===== src/rtl/risc_pkg.sv =====
// risc_pkg: shared types and constants for the multi-cycle accumulator core.
//   opcode_t : the 8-opcode accumulator ISA (3-bit field at the top of the word)
//   state_t  : control FSM states; the 3-bit encoding is exported on `phase`
package risc_pkg;

  localparam int OPCODE_W = 3;

  typedef enum logic [2:0] {
    OP_HLT = 3'd0,
    OP_SKZ = 3'd1,
    OP_ADD = 3'd2,
    OP_AND = 3'd3,
    OP_XOR = 3'd4,
    OP_LDA = 3'd5,
    OP_STO = 3'd6,
    OP_JMP = 3'd7
  } opcode_t;

  typedef enum logic [2:0] {
    ST_IDLE    = 3'd0,
    ST_FETCH   = 3'd1,
    ST_DECODE  = 3'd2,
    ST_EXECUTE = 3'd3,
    ST_HALTED  = 3'd4
  } state_t;

  // Bit position of the opcode field's MSB within an instruction word.
  function automatic int opcode_msb(input int data_width);
    return data_width - 1;
  endfunction

endpackage


===== src/rtl/risc_alu.sv =====
// risc_alu: combinational accumulator ALU.
//   opcode  in  3           instruction opcode
//   inA     in  DATA_WIDTH  accumulator
//   inB     in  DATA_WIDTH  memory read data
//   res     out DATA_WIDTH  new accumulator value (inA for non-ALU opcodes)
//   is_zero out 1           inA == 0, used by SKZ
module risc_alu
  import risc_pkg::*;
#(
  parameter int DATA_WIDTH = 8
) (
  input  logic [2:0]            opcode,
  input  logic [DATA_WIDTH-1:0] inA,
  input  logic [DATA_WIDTH-1:0] inB,
  output logic [DATA_WIDTH-1:0] res,
  output logic                  is_zero
);

  opcode_t op;
  assign op = opcode_t'(opcode);

  always_comb begin
    res = inA;
    case (op)
      OP_ADD:  res = inA + inB;  // carry discarded, wraps modulo 2^DATA_WIDTH
      OP_AND:  res = inA & inB;
      OP_XOR:  res = inA ^ inB;
      OP_LDA:  res = inB;
      default: res = inA;        // STO and control opcodes leave ACC alone
    endcase
  end

  assign is_zero = (inA == '0);

endmodule


===== src/rtl/risc_core_mc.sv =====
// risc_core_mc: parametrised multi-cycle accumulator RISC core.
//   clk        in  1           system clock, rising edge
//   rst        in  1           asynchronous active-low reset
//   resume     in  1           restarts fetch when HALTED
//   mem_req    out 1           memory request (FETCH, EXECUTE)
//   mem_we     out 1           1 = write (STO)
//   mem_addr   out ADDR_WIDTH  PC in FETCH, operand in EXECUTE
//   mem_wdata  out DATA_WIDTH  accumulator
//   mem_rdata  in  DATA_WIDTH  read data, valid with mem_ack
//   mem_ack    in  1           transaction completes at this edge
//   pc_counter out ADDR_WIDTH  program counter
//   acc_out    out DATA_WIDTH  accumulator
//   halt       out 1           high while HALTED
//   phase      out 3           FSM state encoding
module risc_core_mc
  import risc_pkg::*;
#(
  parameter int DATA_WIDTH = 8,
  parameter int ADDR_WIDTH = 5
) (
  input  logic                  clk,
  input  logic                  rst,
  input  logic                  resume,
  output logic                  mem_req,
  output logic                  mem_we,
  output logic [ADDR_WIDTH-1:0] mem_addr,
  output logic [DATA_WIDTH-1:0] mem_wdata,
  input  logic [DATA_WIDTH-1:0] mem_rdata,
  input  logic                  mem_ack,
  output logic [ADDR_WIDTH-1:0] pc_counter,
  output logic [DATA_WIDTH-1:0] acc_out,
  output logic                  halt,
  output logic [2:0]            phase
);

  localparam int OP_MSB = opcode_msb(DATA_WIDTH);

  state_t                state, state_nxt;
  logic [ADDR_WIDTH-1:0] pc, pc_nxt;
  logic [DATA_WIDTH-1:0] acc, acc_nxt;
  // IR keeps only the fields the ISA decodes; bits between them are ignored.
  opcode_t               ir_op, ir_op_nxt;
  logic [ADDR_WIDTH-1:0] ir_opd, ir_opd_nxt;

  logic [DATA_WIDTH-1:0] alu_res;
  logic                  acc_zero;

  risc_alu #(.DATA_WIDTH(DATA_WIDTH)) u_alu (
    .opcode  (ir_op),
    .inA     (acc),
    .inB     (mem_rdata),
    .res     (alu_res),
    .is_zero (acc_zero)
  );

  always_comb begin
    state_nxt  = state;
    pc_nxt     = pc;
    acc_nxt    = acc;
    ir_op_nxt  = ir_op;
    ir_opd_nxt = ir_opd;
    case (state)
      ST_IDLE: state_nxt = ST_FETCH;
      ST_FETCH: begin
        if (mem_ack) begin
          ir_op_nxt  = opcode_t'(mem_rdata[OP_MSB -: OPCODE_W]);
          ir_opd_nxt = mem_rdata[ADDR_WIDTH-1:0];
          state_nxt  = ST_DECODE;
        end
      end
      ST_DECODE: begin
        pc_nxt = pc + ADDR_WIDTH'(1);
        case (ir_op)
          OP_HLT: state_nxt = ST_HALTED;
          OP_SKZ: begin
            // Skip lands two words past the SKZ itself, wrapping like any PC step.
            if (acc_zero) pc_nxt = pc + ADDR_WIDTH'(2);
            state_nxt = ST_FETCH;
          end
          OP_JMP: begin
            pc_nxt    = ir_opd;
            state_nxt = ST_FETCH;
          end
          default: state_nxt = ST_EXECUTE;
        endcase
      end
      ST_EXECUTE: begin
        if (mem_ack) begin
          acc_nxt   = alu_res;
          state_nxt = ST_FETCH;
        end
      end
      ST_HALTED: begin
        // PC already points past the HLT, so fetch simply continues.
        if (resume) state_nxt = ST_FETCH;
      end
      default: state_nxt = ST_IDLE;
    endcase
  end

  always_ff @(posedge clk or negedge rst) begin
    if (!rst) begin
      state  <= ST_IDLE;
      pc     <= '0;
      acc    <= '0;
      ir_op  <= OP_HLT;
      ir_opd <= '0;
    end else begin
      state  <= state_nxt;
      pc     <= pc_nxt;
      acc    <= acc_nxt;
      ir_op  <= ir_op_nxt;
      ir_opd <= ir_opd_nxt;
    end
  end

  // Port drive is decoded from registered state only, so address, direction
  // and data stay stable for the whole request, and an asynchronous reset
  // drops mem_req in the same cycle.
  assign mem_req    = (state == ST_FETCH) || (state == ST_EXECUTE);
  assign mem_we     = (state == ST_EXECUTE) && (ir_op == OP_STO);
  assign mem_addr   = (state == ST_EXECUTE) ? ir_opd : pc;
  assign mem_wdata  = acc;
  assign pc_counter = pc;
  assign acc_out    = acc;
  assign halt       = (state == ST_HALTED);
  assign phase      = state;

endmodule


===== config.mk =====
export PLATFORM = sky130hd
export DESIGN_NAME = risc_core_mc
export DESIGN_NICKNAME = d
export VERILOG_FILES = /design/src/rtl/risc_pkg.sv /design/src/rtl/risc_alu.sv /design/src/rtl/risc_core_mc.sv
export SDC_FILE = /design/constraint.sdc
export NUM_CORES = 1
export LEC_CHECK = 0
export ABC_AREA = 0
export ABC_CLOCK_PERIOD_IN_PS = 1800
export BUFFER_PORTS_ARGS = -buffer_cell sky130_fd_sc_hd__buf_2
export CELL_PAD_IN_SITES_DETAIL_PLACEMENT = 1
export CELL_PAD_IN_SITES_GLOBAL_PLACEMENT = 2
export CORE_MARGIN = 10
export CORE_UTILIZATION = 29
export DETAILED_ROUTE_END_ITERATION = 16
export GPL_TIMING_DRIVEN = 0
export PLACE_DENSITY = 0.74
export SLEW_MARGIN = 20
export SYNTH_ARGS = -nofsm -noshare
export SYNTH_HDL_FRONTEND = slang
export SYNTH_SLANG_ARGS = --single-unit

===== constraint.sdc =====
create_clock -name clk -period 1.8 [get_ports clk]
set_input_delay 0.18 -clock clk [delete_from_list [all_inputs] [get_ports clk]]
set_output_delay 0.18 -clock clk [all_outputs]
set_load 0.01 [all_outputs]

==> reports/qor.json <==
{
  "r2r_start": "acc_out[0]",
  "die_h_um": 102,
  "period_minus_slack_ps": 1850,
  "postSynthNetCount": 250,
  "p_sw_share_pct": 48.2,
  "worst_setup_path_startpoint": "acc_out[0]",
  "cts-htree-levels": 1,
  "tritoncts": "built",
  "ys_seq_area_share_pct": 30.6,
  "first_global_vias": 2030,
  "hold_start": "mem_rdata[7]",
  "layout.cells.non_filler": 359,
  "worst_ir_drop_vdd_uv": 586,
  "netlist_area_sq_um": 1960,
  "global_route_wire_length_before_repair_mm": 10.5,
  "numCtsBuffers": 3,
  "worst-setup-path-type": "reg -> reg",
  "slew_violations": 0,
  "layout.nets": 306,
  "num_antenna_cells": 0,
  "synth-warning-count": 0,
  "critPathMaxFanout": 3,
  "detail_route.iter0.violations": 39,
  "count_of_distinct_cell_types_in_the_synthesized_netlist": 56,
  "worst_slew_margin_rel_pct": 60.9,
  "num_vias": 1894,
  "area_growth_pct": 27.7,
  "antenna_violating_nets_post_route": 0,
  "gpl.final_weighted_congestion": 0.786,
  "unrepaired_setup_endpoints_after_global_routing": "true",
  "layout.cell_area.non_filler_sq_um": 2500,
  "failing_checks": "negative setup slack",
  "syn_avg_cell_area_sq_um": 8.64,
  "synth-edff-count": 0,
  "comb_power_share_pct": 66.8,
  "setup_tns_ps": -75.2,
  "critical_path.endpoint_type": "register",
  "antenna_found_initial": 0,
  "fillerInstances": 785,
  "clk_latency_ps": 280,
  "synth_ff_type": "sky130_fd_sc_hd__dfrtp_1",
  "path_common_cell": "sky130_fd_sc_hd__a211oi_2",
  "place.detailed.instances": 347,
  "i_o_buffers": 43,
  "most-common-layout-cells": "sky130_fd_sc_hd__buf_2, sky130_fd_sc_hd__nand2_1, sky130_fd_sc_hd__dfrtp_1",
  "crit_chain": "ha_4 > fa_2 > a211oi_2 > o21bai_1 > a21oi_2 > mux2i_1 > a211oi_2",
  "p_int_mw": 2.43,
  "cp_data_arrival_time_ps": 2020,
  "synth_async_sr_flop_share_pct": 100,
  "timing.final.ws_setup_ps": -47.2,
  "clock_tree.buffer_depth": 2,
  "initial_core_utilization_pct": 30.4,
  "start_kind": "register",
  "post_dp_cell_area_sq_um": 2290,
  "global_route_usage_sum_pct": 12.4,
  "drc": 0,
  "top_level_ports": 44,
  "cts.sink_count": 24,
  "vias_per_cell": 5.28,
  "maximum_number_of_pins_on_one_net_before_global_route_repair": 25,
  "share_clk_of_total_power_pct": 8.5,
  "routed_wirelength_mm": 6.39,
  "seq_power_share_pct": 24.8,
  "clk_root_buffer_cell": "sky130_fd_sc_hd__clkbuf_8",
  "power_switching_mw": 2.26,
  "gr-total-overflow": 0,
  "dieWidth_um": 102,
  "worstHoldPathType": "in -> reg",
  "place_hpwl_mm": 4.73,
  "core_area_sq_um": 6460,
  "power_leakage_nw": 1.15,
  "post-route-util_pct": 38.8,
  "power_per_standard_cell_area_nw_per_um2": 1870,
  "yosys_register_bits": 24,
  "firstDrtPassIters": 4,
  "critical_path.slowest_cell": "sky130_fd_sc_hd__dfrtp_2",
  "fin_crit_sh_pct": 103,
  "hold_ws_ps": 170,
  "fin_skew_ps": 4.47,
  "finalHoldViolations": 0,
  "finalSetupViolations": 2,
  "rows": 29,
  "drive_gt1_share_pct": 40.8,
  "postSynthCellCount": 227,
  "clock.fmax_mhz": 541,
  "maxCapViolations": 0,
  "outcome": "complete, but fails checks",
  "mostFrequentLayoutCell": "sky130_fd_sc_hd__buf_2",
  "critPathRequiredTime_ps": 1970,
  "critical-path-max-stage-delay_ps": 450,
  "detail_route.wl_per_cell_um": 17.8,
  "cts.reportedPaths.clkPinSlew_ps": 100,
  "fp.dieArea_sq_um": 10500,
  "tightest_slew_ps": 586
}
[routing by layer]
layer	vias to the layer above	part of all wire, %	GRT usage, %
met5	-	0	0
li1	929	-	-
met2	32	47	19.8
met3	5	4.4	2.16
met1	928	48	16.8
met4	0	0.92	2.93
[critical path, delay by kind of cell (launching register included)]
| kind | cells | cell delay (ps) |
|---|---|---|
| fa+ha+maj | 2 | 530 |
| compound gates | 4 | 520 |
| flops | 1 | 450 |
| mux | 1 | 240 |
[path summary, 6_finish.rpt]
path                            endpoint  slack (ps)  cells after the start
max                           acc_out[6]         -50                      7
min                             ir_op[2]         170                      2
max reg2reg                   acc_out[6]         -50                      7
min reg2reg                    ir_opd[4]         550                      1
max in group asynchronous  pc_counter[1]         950                      2
min in group asynchronous     acc_out[5]         420                      2
[synthesized netlist by cell type (3+ instances only)]
cell	number	area (sq um)
sky130_fd_sc_hd__a221oi_1	5	43.8
sky130_fd_sc_hd__ha_1	10	125
sky130_fd_sc_hd__mux2i_1	6	60.1
sky130_fd_sc_hd__o21ai_0	13	65.1
sky130_fd_sc_hd__buf_4	10	75.1
sky130_fd_sc_hd__nand3_1	10	50.1
sky130_fd_sc_hd__nor2b_1	4	25.0
sky130_fd_sc_hd__o21ai_1	4	20.0
sky130_fd_sc_hd__a21oi_1	10	50.1
sky130_fd_sc_hd__o22ai_1	3	18.8
sky130_fd_sc_hd__buf_2	8	40.0
sky130_fd_sc_hd__nand2_1	36	135
sky130_fd_sc_hd__dfrtp_1	24	601
sky130_fd_sc_hd__nor3_1	6	30.0
sky130_fd_sc_hd__xnor2_1	3	26.3
sky130_fd_sc_hd__mux2_2	11	124
sky130_fd_sc_hd__nor2_1	15	56.3
[what timing repair did]
item	in CTS	in global routing
resized for setup	9	20
endpoints found under the hold margin	24	0
gates cloned	0	0
hold buffers	1	0
pin swaps	1	4
buffers inserted	5	2
endpoints found under the setup margin	10	15
[cells by family (layout without fill, tap and decap cells)]
kind of cell               count (synthesis)  in the layout  synth area share [%]
AOI/OAI and AO/OA                         55             55                  19.1
xor gates and xnor gates                   5              5                  2.23
adders and majority gates                 11             11                  7.40
buffers and inverters                     22             77                  7.08
DFF                                       24             24                  30.6
muxes                                     17             17                  9.38
and+or+nand+nor                           93             93                  24.2
[metrics by stage]
stage          worst slack [ps]  power (mW)
2_1_floorplan             -22.0        3.11
3_3_place_gp               -192        3.99
3_5_place_dp               -176        4.06
4_1_cts                   -62.5        4.58
5_1_grt                    -173        5.16
6_report                  -47.2        4.69
[flip-flops by register name, indices dropped and copies added, names as in the netlist]
| name | count |
|---|---|
| pc_counter | 5 |
| acc_out | 8 |
| phase | 3 |
| ir_opd | 5 |
| ir_op | 3 |
[area by class of cell]
type | instances | area, sq um | share of cell area, %
clock buffer | 4 | 55.1 | 2.20
buffer | 21 | 139 | 5.54
tap | 77 | 96.3 | 3.85
timing repair buffer | 51 | 278 | 11.1
multi-input combinational | 181 | 1330 | 52.9
sequential | 24 | 607 | 24.2
inverter | 1 | 3.75 | 0.150
[power groups by stage]
| stage | Sequential, mW | Clock (mW) | Combinational (mW) |
|---|---|---|---|
| 2_1_floorplan | 1.14 | 0 | 1.97 |
| 3_3_place_gp | 1.17 | 0 | 2.83 |
| 3_5_place_dp | 1.17 | 0 | 2.88 |
| 4_1_cts | 1.14 | 0.410 | 3.03 |
| 5_1_grt | 1.21 | 0.433 | 3.51 |
| 6_report | 1.16 | 0.397 | 3.13 |
Note: power is estimated with default switching activity, not from simulation.
